<file path="src/rtl/hazard_pkg.sv">
// ---------------------------------------------------------------------------
// hazard_pkg
// Shared definitions for the pipeline hazard/stall controller:
//   - opcode classes seen on the ID/EX boundary (OP_LOAD, OP_STORE)
//   - EX operand-forwarding select encoding (fwd_sel_e)
//   - memory-wait FSM state encoding (state_e)
//   - fwd_hit(): "producer stage can feed this source register" test
// ---------------------------------------------------------------------------
package hazard_pkg;

  localparam int REG_ADDR_W = 5;

  localparam logic [2:0] OP_LOAD  = 3'b010;
  localparam logic [2:0] OP_STORE = 3'b011;

  // Forwarding select as seen by the EX operand muxes.
  typedef enum logic [1:0] {
    FWD_RF    = 2'b00,  // register file value (no hazard)
    FWD_MEMWB = 2'b01,  // result in MEM/WB
    FWD_EXMEM = 2'b10   // result in EX/MEM (youngest, wins)
  } fwd_sel_e;

  // Memory-wait FSM.
  typedef enum logic {
    RUN      = 1'b0,
    MEM_WAIT = 1'b1
  } state_e;

  // A producer can forward to a source register only if it writes a
  // register, that register is not x0, and it matches the source.
  function automatic logic fwd_hit(
    input logic                  wen,
    input logic [REG_ADDR_W-1:0] rd,
    input logic [REG_ADDR_W-1:0] rs
  );
    return wen && (rd != '0) && (rd == rs);
  endfunction

endpackage

</file>
<file path="src/rtl/hazard_stall_ctrl_fwd.sv">
// ---------------------------------------------------------------------------
// fwd_unit
// Pure combinational forwarding select for one EX source operand.
// Ports:
//   rs_i          source register read by the instruction leaving ID/EX
//   exmem_rsd_i   destination register held in EX/MEM
//   exmem_wen_i   EX/MEM instruction writes a register
//   memwb_rsd_i   destination register held in MEM/WB
//   memwb_wen_i   MEM/WB instruction writes a register
//   fwd_o         operand select (FWD_RF / FWD_EXMEM / FWD_MEMWB)
// EX/MEM is the younger producer, so it takes priority over MEM/WB.
// ---------------------------------------------------------------------------
module fwd_unit
  import hazard_pkg::*;
(
  input  logic [REG_ADDR_W-1:0] rs_i,
  input  logic [REG_ADDR_W-1:0] exmem_rsd_i,
  input  logic                  exmem_wen_i,
  input  logic [REG_ADDR_W-1:0] memwb_rsd_i,
  input  logic                  memwb_wen_i,
  output logic [1:0]            fwd_o
);

  // NOTE: every signal driven from always_comb gets a default first, so no
  // path through the block can leave it unassigned and infer a latch.
  always_comb begin
    fwd_o = FWD_RF;
    if (fwd_hit(exmem_wen_i, exmem_rsd_i, rs_i)) begin
      fwd_o = FWD_EXMEM;
    end else if (fwd_hit(memwb_wen_i, memwb_rsd_i, rs_i)) begin
      fwd_o = FWD_MEMWB;
    end
  end

endmodule

</file>
<file path="src/rtl/hazard_stall_ctrl.sv">
// ---------------------------------------------------------------------------
// hazard_stall_ctrl
// Central hazard and stall controller for the 5-stage RISC-V pipeline.
//
// Parameters:
//   MEM_TIMEOUT  consecutive stalled memory-wait cycles that raise err_o
//   CNT_W        width of the wait counter and performance counters
//
// Ports:
//   clk_i, rst_i          clock, asynchronous active-low reset
//   id_rs1_i/id_rs2_i     source registers of the instruction in ID
//   idex_rs1_i/rs2_i      source registers leaving ID/EX (forwarding)
//   idex_rsd_i/op_i/valid destination, op class and valid leaving ID/EX
//   exmem_rsd_i/wen_i     EX/MEM producer
//   memwb_rsd_i/wen_i     MEM/WB producer
//   branch_taken_i        branch resolved taken in ID
//   dmem_req_i/ack_i      data-memory handshake of the MEM stage
//   fwd_a_o/fwd_b_o       EX operand selects (00 RF, 10 EX/MEM, 01 MEM/WB)
//   pc_stall_o            hold PC (load-use)
//   ifid_stall_o          hold IF/ID (load-use)
//   idex_bubble_o         force valid=0 into ID/EX (load-use or flush)
//   ifid_flush_o          clear IF/ID (taken branch)
//   all_stall_o           freeze every stage buffer (memory wait)
//   err_o                 sticky memory timeout
//
// Optional feature, macro HAZARD_PERF_EN: adds saturating performance
// counters lu_cnt_o (load-use stall cycles), mem_cnt_o (all_stall cycles)
// and flush_cnt_o (issued flushes).
//
// While reset is asserted every output is forced to 0, including the
// purely combinational ones, so the pipeline sees a quiet controller.
// ---------------------------------------------------------------------------
module hazard_stall_ctrl
  import hazard_pkg::*;
#(
  parameter int MEM_TIMEOUT = 64,
  parameter int CNT_W       = 16
) (
  input  logic                  clk_i,
  input  logic                  rst_i,
  input  logic [REG_ADDR_W-1:0] id_rs1_i,
  input  logic [REG_ADDR_W-1:0] id_rs2_i,
  input  logic [REG_ADDR_W-1:0] idex_rs1_i,
  input  logic [REG_ADDR_W-1:0] idex_rs2_i,
  input  logic [REG_ADDR_W-1:0] idex_rsd_i,
  input  logic [2:0]            idex_op_i,
  input  logic                  idex_valid_i,
  input  logic [REG_ADDR_W-1:0] exmem_rsd_i,
  input  logic                  exmem_wen_i,
  input  logic [REG_ADDR_W-1:0] memwb_rsd_i,
  input  logic                  memwb_wen_i,
  input  logic                  branch_taken_i,
  input  logic                  dmem_req_i,
  input  logic                  dmem_ack_i,
  output logic [1:0]            fwd_a_o,
  output logic [1:0]            fwd_b_o,
  output logic                  pc_stall_o,
  output logic                  ifid_stall_o,
  output logic                  idex_bubble_o,
  output logic                  ifid_flush_o,
  output logic                  all_stall_o,
  output logic                  err_o
`ifdef HAZARD_PERF_EN
  ,
  output logic [CNT_W-1:0]      lu_cnt_o,
  output logic [CNT_W-1:0]      mem_cnt_o,
  output logic [CNT_W-1:0]      flush_cnt_o
`endif
);

  localparam logic [CNT_W-1:0] TIMEOUT_C = CNT_W'(MEM_TIMEOUT);

  // -------------------------------------------------------------------------
  // State
  // -------------------------------------------------------------------------
  state_e           r_state;
  state_e           w_state_nxt;
  logic [CNT_W-1:0] r_wait_cnt;
  logic [CNT_W-1:0] w_wait_cnt_nxt;
  logic             r_pending_flush;
  logic             w_pending_flush_nxt;
  logic             r_err;
  logic             w_err_nxt;

  // -------------------------------------------------------------------------
  // Combinational hazard detection
  // -------------------------------------------------------------------------
  logic       w_active;    // high outside reset; gates every output
  logic       w_all_stall;
  logic       w_lu;
  logic       w_flush;
  logic [1:0] w_fwd_a;
  logic [1:0] w_fwd_b;

  assign w_active = rst_i;

  fwd_unit u_fwd_a (
    .rs_i        (idex_rs1_i),
    .exmem_rsd_i (exmem_rsd_i),
    .exmem_wen_i (exmem_wen_i),
    .memwb_rsd_i (memwb_rsd_i),
    .memwb_wen_i (memwb_wen_i),
    .fwd_o       (w_fwd_a)
  );

  fwd_unit u_fwd_b (
    .rs_i        (idex_rs2_i),
    .exmem_rsd_i (exmem_rsd_i),
    .exmem_wen_i (exmem_wen_i),
    .memwb_rsd_i (memwb_rsd_i),
    .memwb_wen_i (memwb_wen_i),
    .fwd_o       (w_fwd_b)
  );

  // A req acknowledged in the same cycle costs nothing.
  assign w_all_stall = w_active & dmem_req_i & ~dmem_ack_i;

  // The load in ID/EX has not produced its data yet; the dependent
  // instruction in ID must wait one cycle. The bubble we insert clears
  // idex_valid_i next cycle, so this condition ends on its own.
  assign w_lu = w_active & idex_valid_i & (idex_op_i == OP_LOAD) &
                (idex_rsd_i != '0) &
                ((idex_rsd_i == id_rs1_i) | (idex_rsd_i == id_rs2_i));

  // A taken branch seen during a memory freeze is remembered and issued in
  // the first unfrozen cycle.
  assign w_flush = w_active & ~w_all_stall & (branch_taken_i | r_pending_flush);

  // The frozen buffers ignore hold/bubble/flush, so all_stall masks them.
  // A flush discards the dependent instruction, so it wins over load-use.
  assign all_stall_o   = w_all_stall;
  assign ifid_flush_o  = w_flush;
  assign pc_stall_o    = ~w_all_stall & w_lu & ~w_flush;
  assign ifid_stall_o  = ~w_all_stall & w_lu & ~w_flush;
  assign idex_bubble_o = ~w_all_stall & (w_lu | w_flush);
  assign fwd_a_o       = w_active ? w_fwd_a : FWD_RF;
  assign fwd_b_o       = w_active ? w_fwd_b : FWD_RF;
  assign err_o         = r_err;

  // -------------------------------------------------------------------------
  // Memory-wait FSM, wait counter, pending flush, sticky error
  // -------------------------------------------------------------------------
  always_comb begin
    w_state_nxt         = r_state;
    w_wait_cnt_nxt      = r_wait_cnt;
    w_err_nxt           = r_err;
    w_pending_flush_nxt = w_all_stall & (r_pending_flush | branch_taken_i);

    unique case (r_state)
      RUN: begin
        w_wait_cnt_nxt = '0;
        if (w_all_stall) begin
          w_state_nxt = MEM_WAIT;
        end
      end
      MEM_WAIT: begin
        if (w_all_stall) begin
          // Count stalled wait cycles, holding at the timeout value.
          if (r_wait_cnt != TIMEOUT_C) begin
            w_wait_cnt_nxt = r_wait_cnt + CNT_W'(1);
          end
          if (w_wait_cnt_nxt == TIMEOUT_C) begin
            w_err_nxt = 1'b1;
          end
        end else begin
          w_state_nxt    = RUN;
          w_wait_cnt_nxt = '0;
        end
      end
      default: begin
        w_state_nxt    = RUN;
        w_wait_cnt_nxt = '0;
      end
    endcase
  end

  // NOTE: sequential state is updated with non-blocking assignments so every
  // register samples the pre-edge value of the others, independent of order.
  always_ff @(posedge clk_i or negedge rst_i) begin
    if (!rst_i) begin
      r_state         <= RUN;
      r_wait_cnt      <= '0;
      r_pending_flush <= 1'b0;
      r_err           <= 1'b0;
    end else begin
      r_state         <= w_state_nxt;
      r_wait_cnt      <= w_wait_cnt_nxt;
      r_pending_flush <= w_pending_flush_nxt;
      r_err           <= w_err_nxt;
    end
  end

`ifdef HAZARD_PERF_EN
  // -------------------------------------------------------------------------
  // Performance counters (saturate at all-ones)
  // -------------------------------------------------------------------------
  logic [CNT_W-1:0] r_lu_cnt;
  logic [CNT_W-1:0] r_mem_cnt;
  logic [CNT_W-1:0] r_flush_cnt;

  function automatic logic [CNT_W-1:0] sat_inc(
    input logic [CNT_W-1:0] v,
    input logic             en
  );
    return (en && (v != '1)) ? v + CNT_W'(1) : v;
  endfunction

  always_ff @(posedge clk_i or negedge rst_i) begin
    if (!rst_i) begin
      r_lu_cnt    <= '0;
      r_mem_cnt   <= '0;
      r_flush_cnt <= '0;
    end else begin
      r_lu_cnt    <= sat_inc(r_lu_cnt, pc_stall_o);
      r_mem_cnt   <= sat_inc(r_mem_cnt, w_all_stall);
      r_flush_cnt <= sat_inc(r_flush_cnt, w_flush);
    end
  end

  assign lu_cnt_o    = r_lu_cnt;
  assign mem_cnt_o   = r_mem_cnt;
  assign flush_cnt_o = r_flush_cnt;
`endif

endmodule

</file>
<file path="config.mk">
export PLATFORM = sky130hd
export DESIGN_NAME = hazard_stall_ctrl
export DESIGN_NICKNAME = d
export VERILOG_FILES = /design/src/rtl/hazard_pkg.sv /design/src/rtl/hazard_stall_ctrl_fwd.sv /design/src/rtl/hazard_stall_ctrl.sv
export SDC_FILE = /design/constraint.sdc
export NUM_CORES = 1
export LEC_CHECK = 0
export ABC_CLOCK_PERIOD_IN_PS = 5400
export CORE_UTILIZATION = 45
export DETAILED_ROUTE_END_ITERATION = 8
export PLACE_DENSITY = 0.77
export SLEW_MARGIN = 20
export SYNTH_ARGS = -nofsm -noshare
export SYNTH_HDL_FRONTEND = slang
export SYNTH_SLANG_ARGS = --single-unit
</file>
<file path="constraint.sdc">
create_clock -name clk_i -period 5.4 [get_ports clk_i]
set_input_delay 1.08 -clock clk_i [delete_from_list [all_inputs] [get_ports clk_i]]
set_output_delay 1.08 -clock clk_i [all_outputs]
set_load 0.03 [all_outputs]
</file>
==> impl_metrics.yaml <==
clock_network:
  cts.path.max_buffers: 2
  cts_resized: 0
  path_clk_slew_ns: 0.11
  ctsHoldBuffers: 0
  htree_levels: 1
  clkSinkCount: 19
  numCtsBuffers: 3
  cts_root_buf: "clkbuf_4"
  cts_tree: "yes"
  cts_setup_buffers: 0
  clock_latency_ns: 0.30
logic_synthesis:
  synth.area.top_cells: "dfrtp_1, xor2_1, xnor2_1, nor2_1, nand3_1"
  synthMuxAreaShare_pct: 0.6380
  synthFlopType: "dfrtp_1"
  ys_seq_area_share_pct: 30.30
  synth_cell_type_count: 41
  synth_xor_xnor_area_share_pct: 25.68
  synth_area_um2: 1569
  synth_fa_ha_area_share_pct: 1.595
  syn_inst: 166
  synth_top_family_by_area: "simple AND/OR/NAND/NOR gates"
  ys_ff_latch: 19
  synth_warnings: 0
  yosysTopAreaCellShare_pct: 30.30
  avgSynthCellArea_um2: 9.452
  syn_nets: 214
  synth_edf_count: 0
  synth-simple-area-share_pct: 31.82
  yosysTopAreaCell: "dfrtp_1"
  synth_compound_area_share_pct: 6.699
  synthArstFlopShare_pct: 100.0
floorplan:
  die_w_um: 61.05
  num_rows: 21
  coreArea_um2: 3337
  die_h_um: 61.05
  die_area_um2: 3727
  io_pins: 56
  start_util_pct: 47.02
critical_path:
  critPathRequiredTime_ns: 4.32
  critPathMaxFanout: 3
  reg2reg_depth: 7
  startpoint_type: "input pin"
  crit_chain: "clkdlybuf4s50_1 -> or4_1 -> o21ai_0 -> nor4_1 -> nor4_1 -> clkdlybuf4s50_1"
  crit_arrival_ns: 3.50
  crit_type: "input pin to output pin"
  cpMaxStageDelayCell: "clkdlybuf4s50_1"
  crit_path_max_incr_delay_ns: 0.72
  cp-end-kind: "output pin"
global_routing:
  grt_pass1_wl_um: 6175
  grt_pass1_vias: 1357
  grt_util_all_layers_pct: 22.71
  antenna_found_initial: 0
  grt_max_degree: 25
  gr-total-overflow: 0
placement:
  gp_congestion: 0.8250
  port_buffers: 55
  place_hpwl_um: 3187
  dpl_worst_slack_ns: 0.8378
routing:
  firstDrtPassIters: 4
  drt-total-wl_um: 3835
  drc: 0
  drtIter0Drc: 55
  wire_per_inst_um: 14.36
  ant_nets: 0
  vias_per_cell: 5.363
  num_vias: 1432
timing:
  slew_headroom_pct: 63.73
  maxSlewViolCount: 0
  hold_viol_final: 0
  worst_slew_pin_slew_ns: 0.5428
  rsz0062_at_grt: "no"
  fin_skew_ns: 0.001474
  setup_viol: 0
  fin_crit_ns: 4.578
  fin_ws_ns: 0.8216
  fmax_mhz: 218.4
  fin_crit_sh_pct: 84.79
  tns_ns: 0
final_layout:
  diodes: 0
  final_core_util_pct: 65.32
  nFillCells: 295
  nets: 270
  synthToLayoutAreaGrowth_pct: 38.92
  layout-drive-gt1-share_pct: 7.692
  multi_input_area_um2: 1042
  seq_area_um2: 475.5
pwr:
  powerDensity_nw_per_um2: 134.3
  vdd_drop_max_uv: 108.0
  power.leakage_nw: 0.8809
hold_path:
  hold_depth: 1
  hold_class: "flip-flop to flip-flop"
outcome:
  status: "complete, no violations"
job:
  max_cap_viol_count: 0
-- worst paths after layout --
kind	startpoint	end	slack (ns)
min in group asynchronous	rst_i	r_wait_cnt[8]	1.21
max	exmem_rsd_i[3]	fwd_a_o[0]	0.82
max reg2reg	r_wait_cnt[0]	err_o	3.26
min reg2reg	err_o	err_o	0.49
min	err_o	err_o	0.49
max in group asynchronous	rst_i	r_wait_cnt[1]	3.98
-- where the power goes --
group | internal (W) | switching, W | total (W)
Clock | 0.0000276 | 0.0000446 | 0.0000722
Combinational | 0.0000465 | 0.0000307 | 0.0000772
Sequential | 0.000143 | 0.000000372 | 0.000143
-- metrics by stage --
step / power [W] / cells / hold slack, ns / instance area [µm²]
after floorplan: 0.0001721 / 166 / 0.4516 / 1569
after global placement: 0.0002209 / 263 / 0.4536 / 2152
after detailed placement: 0.0002235 / 263 / 0.4657 / 2152
after CTS: 0.0002973 / 267 / 0.4943 / 2180
after global routing: 0.0003120 / 267 / 0.5237 / 2180
final: 0.0002926 / 267 / 0.4898 / 2180
-- worst max-delay path, delay by kind of cell --
| family | cells | cell delay, ns |
|---|---|---|
| buffers and inverters | 2 | 1.20 |
| and+or+nand+nor | 3 | 0.95 |
| AOI/OAI and AO/OA | 1 | 0.27 |
-- placed cells by master, fill, tap and decap left out, types with 3 or more instances in the layout --
| cell | count |
|---|---|
| dfrtp_1 | 19 |
| and2_1 | 3 |
| clkbuf_4 | 3 |
| nor4_1 | 6 |
| nor2_1 | 19 |
| xnor2_1 | 22 |
| nor3_1 | 6 |
| or4_1 | 5 |
| inv_1 | 5 |
| nand4_1 | 6 |
| nand3_1 | 9 |
| xor2_1 | 24 |
| o21ai_0 | 3 |
| nand2_1 | 4 |
| clkdlybuf4s50_1 | 55 |
-- per-layer routing --
| metal | global-route usage (%) | up-vias | share of wire (%) |
|---|---|---|---|
| li1 | - | 701 | - |
| met4 | 3.571 | 0 | 0.50 |
| met3 | 4.832 | 2 | 4.2 |
| met5 | 0 | - | 0 |
| met1 | 26.28 | 686 | 40 |
| met2 | 43.32 | 43 | 55 |
-- kinds of logic (layout without fill, tap and decap cells) --
| kind of cell | count (synthesis) | in the layout |
|---|---|---|
| compound gates | 13 | 13 |
| fa+ha+maj | 2 | 2 |
| simple gates | 75 | 75 |
| flops | 19 | 19 |
| mux | 1 | 1 |
| buf+inv | 10 | 65 |
| xor+xnor | 46 | 46 |
-- cell type report --
| cell class | instances | area share, % |
|---|---|---|
| Multi-Input combinational cell | 137 | 47.82 |
| Timing Repair Buffer | 56 | 25.60 |
| Sequential cell | 19 | 21.81 |
| Tap cell | 46 | 2.641 |
| Clock buffer | 3 | 1.033 |
| Inverter | 5 | 0.8611 |
| Clock inverter | 1 | 0.2296 |
-- cells in the mapped netlist (all sizes together), types with 2 or more instances --
master and n:
xor2 24, xnor2 22, dfrtp 19, nor2 19, nand3 9, nand4 8
nor4 8, nor3 7, inv 5, or4 5, buf 4, nand2 4
and2 3, nor4b 3, o21ai 3, and4 2, ha 2, nor2b 2
nor3b 2, o21a 2
-- sequential cells by signal, indices dropped and copies added (netlist names) --
name / cells
r_wait_cnt: 16
err_o: 1
r_pending_flush: 1
r_state: 1
Power figures use the tool's default switching activity.
